**config.mk**
```make
export PLATFORM = sky130hd
export DESIGN_NAME = tdm_demux4_flat
export DESIGN_NICKNAME = d
export VERILOG_FILES = /design/src/rtl/tdm_demux4_if.sv /design/src/rtl/tdm_demux4.sv /design/src/flat_wrapper.sv
export SDC_FILE = /design/constraint.sdc
export NUM_CORES = 1
export LEC_CHECK = 0
export CAP_MARGIN = 20
export CORE_ASPECT_RATIO = 0.8
export CORE_MARGIN = 2
export CORE_UTILIZATION = 30
export CTS_CLUSTER_SIZE = 40
export DETAILED_ROUTE_END_ITERATION = 8
export GPL_TIMING_DRIVEN = 0
export PLACE_DENSITY_LB_ADDON = 0.15
export SETUP_SLACK_MARGIN = 0.2
export SLEW_MARGIN = 40
export SYNTH_ARGS = -nofsm -noshare
export SYNTH_HDL_FRONTEND = slang
export SYNTH_SLANG_ARGS = --single-unit
export TNS_END_PERCENT = 5
```
**constraint.sdc**
```tcl
create_clock -name clk -period 4.9 [get_ports clk]
set_input_delay 1.47 -clock clk [delete_from_list [all_inputs] [get_ports clk]]
set_output_delay 1.47 -clock clk [all_outputs]
set_load 0.005 [all_outputs]
```
**src/rtl/tdm_demux4_if.sv**
```systemverilog
// Serial TDM sample stream in, four demultiplexed channels plus alignment status out.
// master: drives samples and observes channels; slave: the demux.
interface tdm_demux4_if #(
  parameter int WIDTH = 8
);
  logic             in_valid;
  logic [WIDTH-1:0] in_data;
  logic             in_sync;
  logic [WIDTH-1:0] out_a;
  logic [WIDTH-1:0] out_b;
  logic [WIDTH-1:0] out_c;
  logic [WIDTH-1:0] out_d;
  logic [3:0]       out_valid;
  logic             frame_valid;
  logic [1:0]       slot;
  logic             locked;
  logic             sync_err;

  modport master (
    output in_valid, in_data, in_sync,
    input  out_a, out_b, out_c, out_d, out_valid, frame_valid, slot, locked, sync_err
  );

  modport slave (
    input  in_valid, in_data, in_sync,
    output out_a, out_b, out_c, out_d, out_valid, frame_valid, slot, locked, sync_err
  );
endinterface

```
**src/rtl/tdm_demux4.sv**
```systemverilog
// 4-channel TDM demux with frame-sync alignment; 1-cycle registered outputs, no backpressure (one sample/cycle).
// Define TDM_DEMUX_SYNC_CHECK_EN to check in_sync on every locked sample (realign / drop-to-hunt on sync errors).
module tdm_demux4 #(
  parameter int WIDTH = 8
) (
  input  logic         clk,
  input  logic         rst,
  tdm_demux4_if.slave  bus
);

  typedef enum logic {HUNT, LOCKED} state_t;

  state_t           state_q;
  logic [WIDTH-1:0] out_q [4];
  logic [3:0]       out_valid_q;
  logic             frame_valid_q;
  logic             sync_err_q;
  logic [1:0]       slot_q;

  always_ff @(posedge clk) begin
    if (rst) begin
      state_q       <= HUNT;
      out_q[0]      <= '0;
      out_q[1]      <= '0;
      out_q[2]      <= '0;
      out_q[3]      <= '0;
      out_valid_q   <= '0;
      frame_valid_q <= 1'b0;
      sync_err_q    <= 1'b0;
      slot_q        <= 2'd0;
    end else begin
      out_valid_q   <= '0;
      frame_valid_q <= 1'b0;
      sync_err_q    <= 1'b0;
      if (bus.in_valid) begin
        case (state_q)
          HUNT: begin
            if (bus.in_sync) begin
              out_q[0]    <= bus.in_data;
              out_valid_q <= 4'b0001;
              slot_q      <= 2'd1;
              state_q     <= LOCKED;
            end
          end
          LOCKED: begin
`ifdef TDM_DEMUX_SYNC_CHECK_EN
            if (bus.in_sync && slot_q != 2'd0) begin
              // Early sync: restart the frame on this sample, abandoning the partial one.
              sync_err_q  <= 1'b1;
              out_q[0]    <= bus.in_data;
              out_valid_q <= 4'b0001;
              slot_q      <= 2'd1;
            end else if (!bus.in_sync && slot_q == 2'd0) begin
              sync_err_q  <= 1'b1;
              slot_q      <= 2'd0;
              state_q     <= HUNT;
            end else begin
              out_q[slot_q] <= bus.in_data;
              out_valid_q   <= 4'b0001 << slot_q;
              frame_valid_q <= (slot_q == 2'd3);
              slot_q        <= slot_q + 2'd1;
            end
`else
            // Sync ignored once locked; the slot counter free-runs.
            out_q[slot_q] <= bus.in_data;
            out_valid_q   <= 4'b0001 << slot_q;
            frame_valid_q <= (slot_q == 2'd3);
            slot_q        <= slot_q + 2'd1;
`endif
          end
          default: state_q <= HUNT;
        endcase
      end
    end
  end

  assign bus.out_a       = out_q[0];
  assign bus.out_b       = out_q[1];
  assign bus.out_c       = out_q[2];
  assign bus.out_d       = out_q[3];
  assign bus.out_valid   = out_valid_q;
  assign bus.frame_valid = frame_valid_q;
  assign bus.sync_err    = sync_err_q;
  assign bus.slot        = slot_q;
  assign bus.locked      = (state_q == LOCKED);

endmodule

```
**src/flat_wrapper.sv**
```systemverilog
// flat-port wrapper written by rule: the top's interface ports become plain ports
module tdm_demux4_flat 
#(
  parameter int WIDTH = 8
)
  (clk, rst, bus_in_valid, bus_in_data, bus_in_sync, bus_out_a, bus_out_b, bus_out_c, bus_out_d, bus_out_valid, bus_frame_valid, bus_slot, bus_locked, bus_sync_err);
  tdm_demux4_if #(.WIDTH(WIDTH)) bus_i ();
  input  logic clk;
  input  logic rst;
  input wire logic [$bits(bus_i.in_valid)-1:0] bus_in_valid;
  input wire logic [$bits(bus_i.in_data)-1:0] bus_in_data;
  input wire logic [$bits(bus_i.in_sync)-1:0] bus_in_sync;
  output wire logic [$bits(bus_i.out_a)-1:0] bus_out_a;
  output wire logic [$bits(bus_i.out_b)-1:0] bus_out_b;
  output wire logic [$bits(bus_i.out_c)-1:0] bus_out_c;
  output wire logic [$bits(bus_i.out_d)-1:0] bus_out_d;
  output wire logic [$bits(bus_i.out_valid)-1:0] bus_out_valid;
  output wire logic [$bits(bus_i.frame_valid)-1:0] bus_frame_valid;
  output wire logic [$bits(bus_i.slot)-1:0] bus_slot;
  output wire logic [$bits(bus_i.locked)-1:0] bus_locked;
  output wire logic [$bits(bus_i.sync_err)-1:0] bus_sync_err;
  assign bus_i.in_valid = bus_in_valid;
  assign bus_i.in_data = bus_in_data;
  assign bus_i.in_sync = bus_in_sync;
  assign bus_out_a = bus_i.out_a;
  assign bus_out_b = bus_i.out_b;
  assign bus_out_c = bus_i.out_c;
  assign bus_out_d = bus_i.out_d;
  assign bus_out_valid = bus_i.out_valid;
  assign bus_frame_valid = bus_i.frame_valid;
  assign bus_slot = bus_i.slot;
  assign bus_locked = bus_i.locked;
  assign bus_sync_err = bus_i.sync_err;
  tdm_demux4 #(.WIDTH(WIDTH)) u_core (.clk(clk), .rst(rst), .bus(bus_i));
endmodule
```
---- Yosys cells after proc, flatten, opt, wreduce, memory -nomap -nowiden ----
Memory sizes are Yosys's and may differ from the RTL's.
Cells that the tools add are included.
W data, S select, Z words.
storage, ports and cells
  register bits after elaboration ......... 8
  memory bits (writable) .................. 32
  memories kept ........................... 1
  input bits .............................. 12
memories
  memory        depth  bits a word  rd ports  clocked after Yosys merged registers in  wr ports  RTL line          text
  u_core.out_q  4      8            4         0                                        4         tdm_demux4.sv:14  logic [WIDTH-1:0] out_q [4];
operators by class
  muxes and demuxes ....................... 20
  $add $sub $neg .......................... 1
  eq/ne operators ......................... 2
  reductions and logical operators ........ 4
  shifts and indexed selects .............. 1
  bitwise operators ....................... 3
operators with widths
  kind                   number
  $mux W8                2
  $mux W1                14
  $pmux W4 S2            1
  $reduce_or A8 Y1       1
  $mux W2                2
  $pmux W2 S2            1
  $shl A1 B2 Y4 const A  1
  $reduce_or A3 Y1       1
  $add A2 B1 Y2 const B  1
  $eq A2 B2 Y1 const B   1
  $ne A2 B2 Y1 const B   1
  $not A1 Y1             2
  $reduce_and A2 Y1      1
  $reduce_or A2 Y1       1
  $or A1 B1 Y1           1

---- Logic depth before layout (Yosys ltp) ----
  word-level depth ........................ 7
  gate-level depth with buffers ........... 4

---- Least setup slack after synthesis ----
Ideal clock, no wire load.
  path type ............................... in2reg
  start point ............................. in bus_in_valid
  end point ............................... mem u_core.out_q[0][0], enable pin
  slack ................................... 1846 ps
  required time ........................... 4496 ps
  library setup time ...................... 404 ps
  data arrival time ....................... 2650 ps
  cell stages on the path ................. 2
  cell sequence ........................... nand2_1 -> o311ai_0
RTL lines
  element      RTL line            text
  from (decl)  flat_wrapper.sv:10  input wire logic [$bits(bus_i.in_valid)-1:0] bus_in_valid;
  to (decl)    tdm_demux4.sv:14

==> results.json <==
{
  "r2r_start": "u_core.bus.slot[0]",
  "power.density_nw_per_um2": 290,
  "yosys-top-cells-count": "32 x edfxtp_1, 25 x nor3_1, 14 x inv_1",
  "syn_area_um2": 1640,
  "cts-buffers-inserted": 5,
  "crit_fanout": 8,
  "drv_slew": 0,
  "cts_tree": "yes",
  "hp-start": "u_core.bus.locked",
  "grt_max_degree": 13,
  "status": "finished clean",
  "grt_overflow": 0,
  "ctsRootBufferMaster": "clkbuf_8",
  "cts_max_level": 2,
  "grt_pass1_wl_um": 5600,
  "synth_top_area_share_pct": 58.4,
  "drcViolationCount": 0,
  "worst_pin_slew_ps": 751,
  "ctsLongestPathBuffers": 2,
  "path_clk_slew_ps": 70,
  "n_antenna_cell": 0,
  "finClkSkew_ps": 4.92,
  "dieArea_um2": 6090,
  "period_minus_slack_ps": 3020,
  "power.leakage_uw": 0.000816,
  "grt_pass1_vias": 1140,
  "synth-edff-count": 32,
  "route.vias.total": 1146,
  "worstSetupStartpointType": "primary input",
  "maxCapViolCount": 0,
  "arrival_ps": 2940,
  "synth_seq_area_share_pct": 67.0,
  "layout-drive-gt1-share_pct": 14.0,
  "dr.pass1.iters": 4,
  "worst_hold_slack_ps": 649,
  "io_buffers": 51,
  "syn_avg_cell_area_um2": 13.0,
  "fin_nets": 201,
  "hpwl_um": 2630,
  "vdd.ir_drop.worst_v": 0.000126,
  "final_util_pct": 43.5,
  "hold_violations": 0,
  "netlist_top_cells_area": "edfxtp_1 58%, dfxtp_1 8.5%, nor3_1 7.6%",
  "fin_setup_tns_ps": 0,
  "rows": 24,
  "post_cts_buffers": 0,
  "die_y_um": 70.2,
  "n_fill_cell": 504,
  "core_area_um2": 5380,
  "worstPathRequired_ps": 4820,
  "setup_violations": 0,
  "yosys.cell_count.top_type": "edfxtp_1",
  "cts_resized": 0,
  "synth_seq_cells": 39,
  "clk_latency_ps": 290,
  "cts.sinks": 39,
  "grt_usage_pct": 12.3,
  "max-slew-margin-rel_pct": 49.6,
  "fmax_ghz": 0.331,
  "ant_nets": 0,
  "place_congestion": 0.785,
  "wirelength_um": 3500,
  "hold_class": "reg -> reg",
  "fin_ws_ps": 1880,
  "io_pins": 53,
  "postSynthCellCount": 126,
  "cts_hold_buf": 0,
  "viasPerCell": 4.57,
  "async_reset_ff_share_pct": 0,
  "rsz0062_at_grt": "false",
  "worst-setup-path-type": "in -> reg",
  "die_w_um": 86.8,
  "synth_top_cell_by_area": "edfxtp_1",
  "syn2layout_area_growth_pct": 42.2,
  "synth_nets": 142,
  "antenna_found_initial": 0,
  "setup.worst_path.start": "bus_in_valid",
  "ys.flop_type": "edfxtp_1",
  "worstSetupEndpointType": "flip-flop",
  "dr.first_iter.drc_count": 70,
  "start_util_pct": 30.6,
  "synthDistinctLibCells": 24,
  "final.period_utilization_pct": 61.6,
  "pre_cts_slack_ps": 1570,
  "yosysWarnings": 0,
  "wl_per_cell_um": 13.9
}
==> registers in the layout (all words and copies together), names as in the netlist <==
| signal | flops |
|---|---|
| u_core.out_q | 32 |
| u_core.bus.out_valid | 4 |
| u_core.bus.slot | 2 |
| u_core.bus.locked | 1 |
==> path summary, 6_finish.rpt <==
| path | endpoint | slack (ps) | cells after the start |
|---|---|---|---|
| setup / recovery | u_core.out_q[3][7] | 1880 | 3 |
| hold / removal | u_core.bus.locked | 650 | 3 |
| setup reg to reg | u_core.out_q[1][5] | 3100 | 3 |
| hold reg to reg | u_core.bus.locked | 650 | 3 |
==> metal layers <==
layer  track usage (%)  wire length, µm
met5                 0                0
met4              6.08               68
met3              3.31              220
met2              17.7             1590
met1              17.2             1620
==> cells in the final DEF, fill, tap and decap left out, drive strengths merged, types with 2 or more instances in the layout <==
master,instances
clkdlybuf4s50,51
edfxtp,32
nor3,25
inv,14
buf,9
a211oi,8
clkbuf,8
dfxtp,7
nor2,6
nand2b,5
ha,4
o21ai,2
nand3b,2
nor2b,2
==> cells by family (layout without fill, tap and decap cells) <==
kind of cell               Yosys count  after routing  synth area share (%)
buffers and inverters               24             84                  6.93
adders and majority gates            4              4                  3.04
other                                1              1                 0.228
DFF                                 39             39                  67.0
AOI/OAI and AO/OA                   16             16                  9.51
and+or+nand+nor                     42             42                  13.3
==> cell type report <==
type	count	area (µm²)	area share, %
repair buffers	52	515	22.0
clock buffers	6	72.6	3.10
flip-flops and latches	39	1100	47.1
well taps	65	81.3	3.48
multi-input cells	63	442	18.9
inverters	14	52.6	2.25
clock inverters	2	12.5	0.535
plain buffers	10	61.3	2.62
==> where the power goes <==
group          total [µW]  internal (µW)  switching, µW
clock                 207           99.4            107
sequential            382            375           6.98
combinational        90.0           47.2           42.8
==> worst max-delay path, cell delays in order <==
cell,delay [ps]
clkdlybuf4s50_1,590
nand2_1,210
o31ai_2,660
==> metrics by stage <==
step / total power, µW / cell area (µm²) / instances
3_5_place_dp: 480 / 2250 / 243
3_3_place_gp: 477 / 2240 / 242
2_1_floorplan: 426 / 1640 / 126
4_1_cts: 688 / 2340 / 251
5_1_grt: 713 / 2340 / 251
6_report: 678 / 2340 / 251
Note: power is estimated with default switching activity, not from simulation.
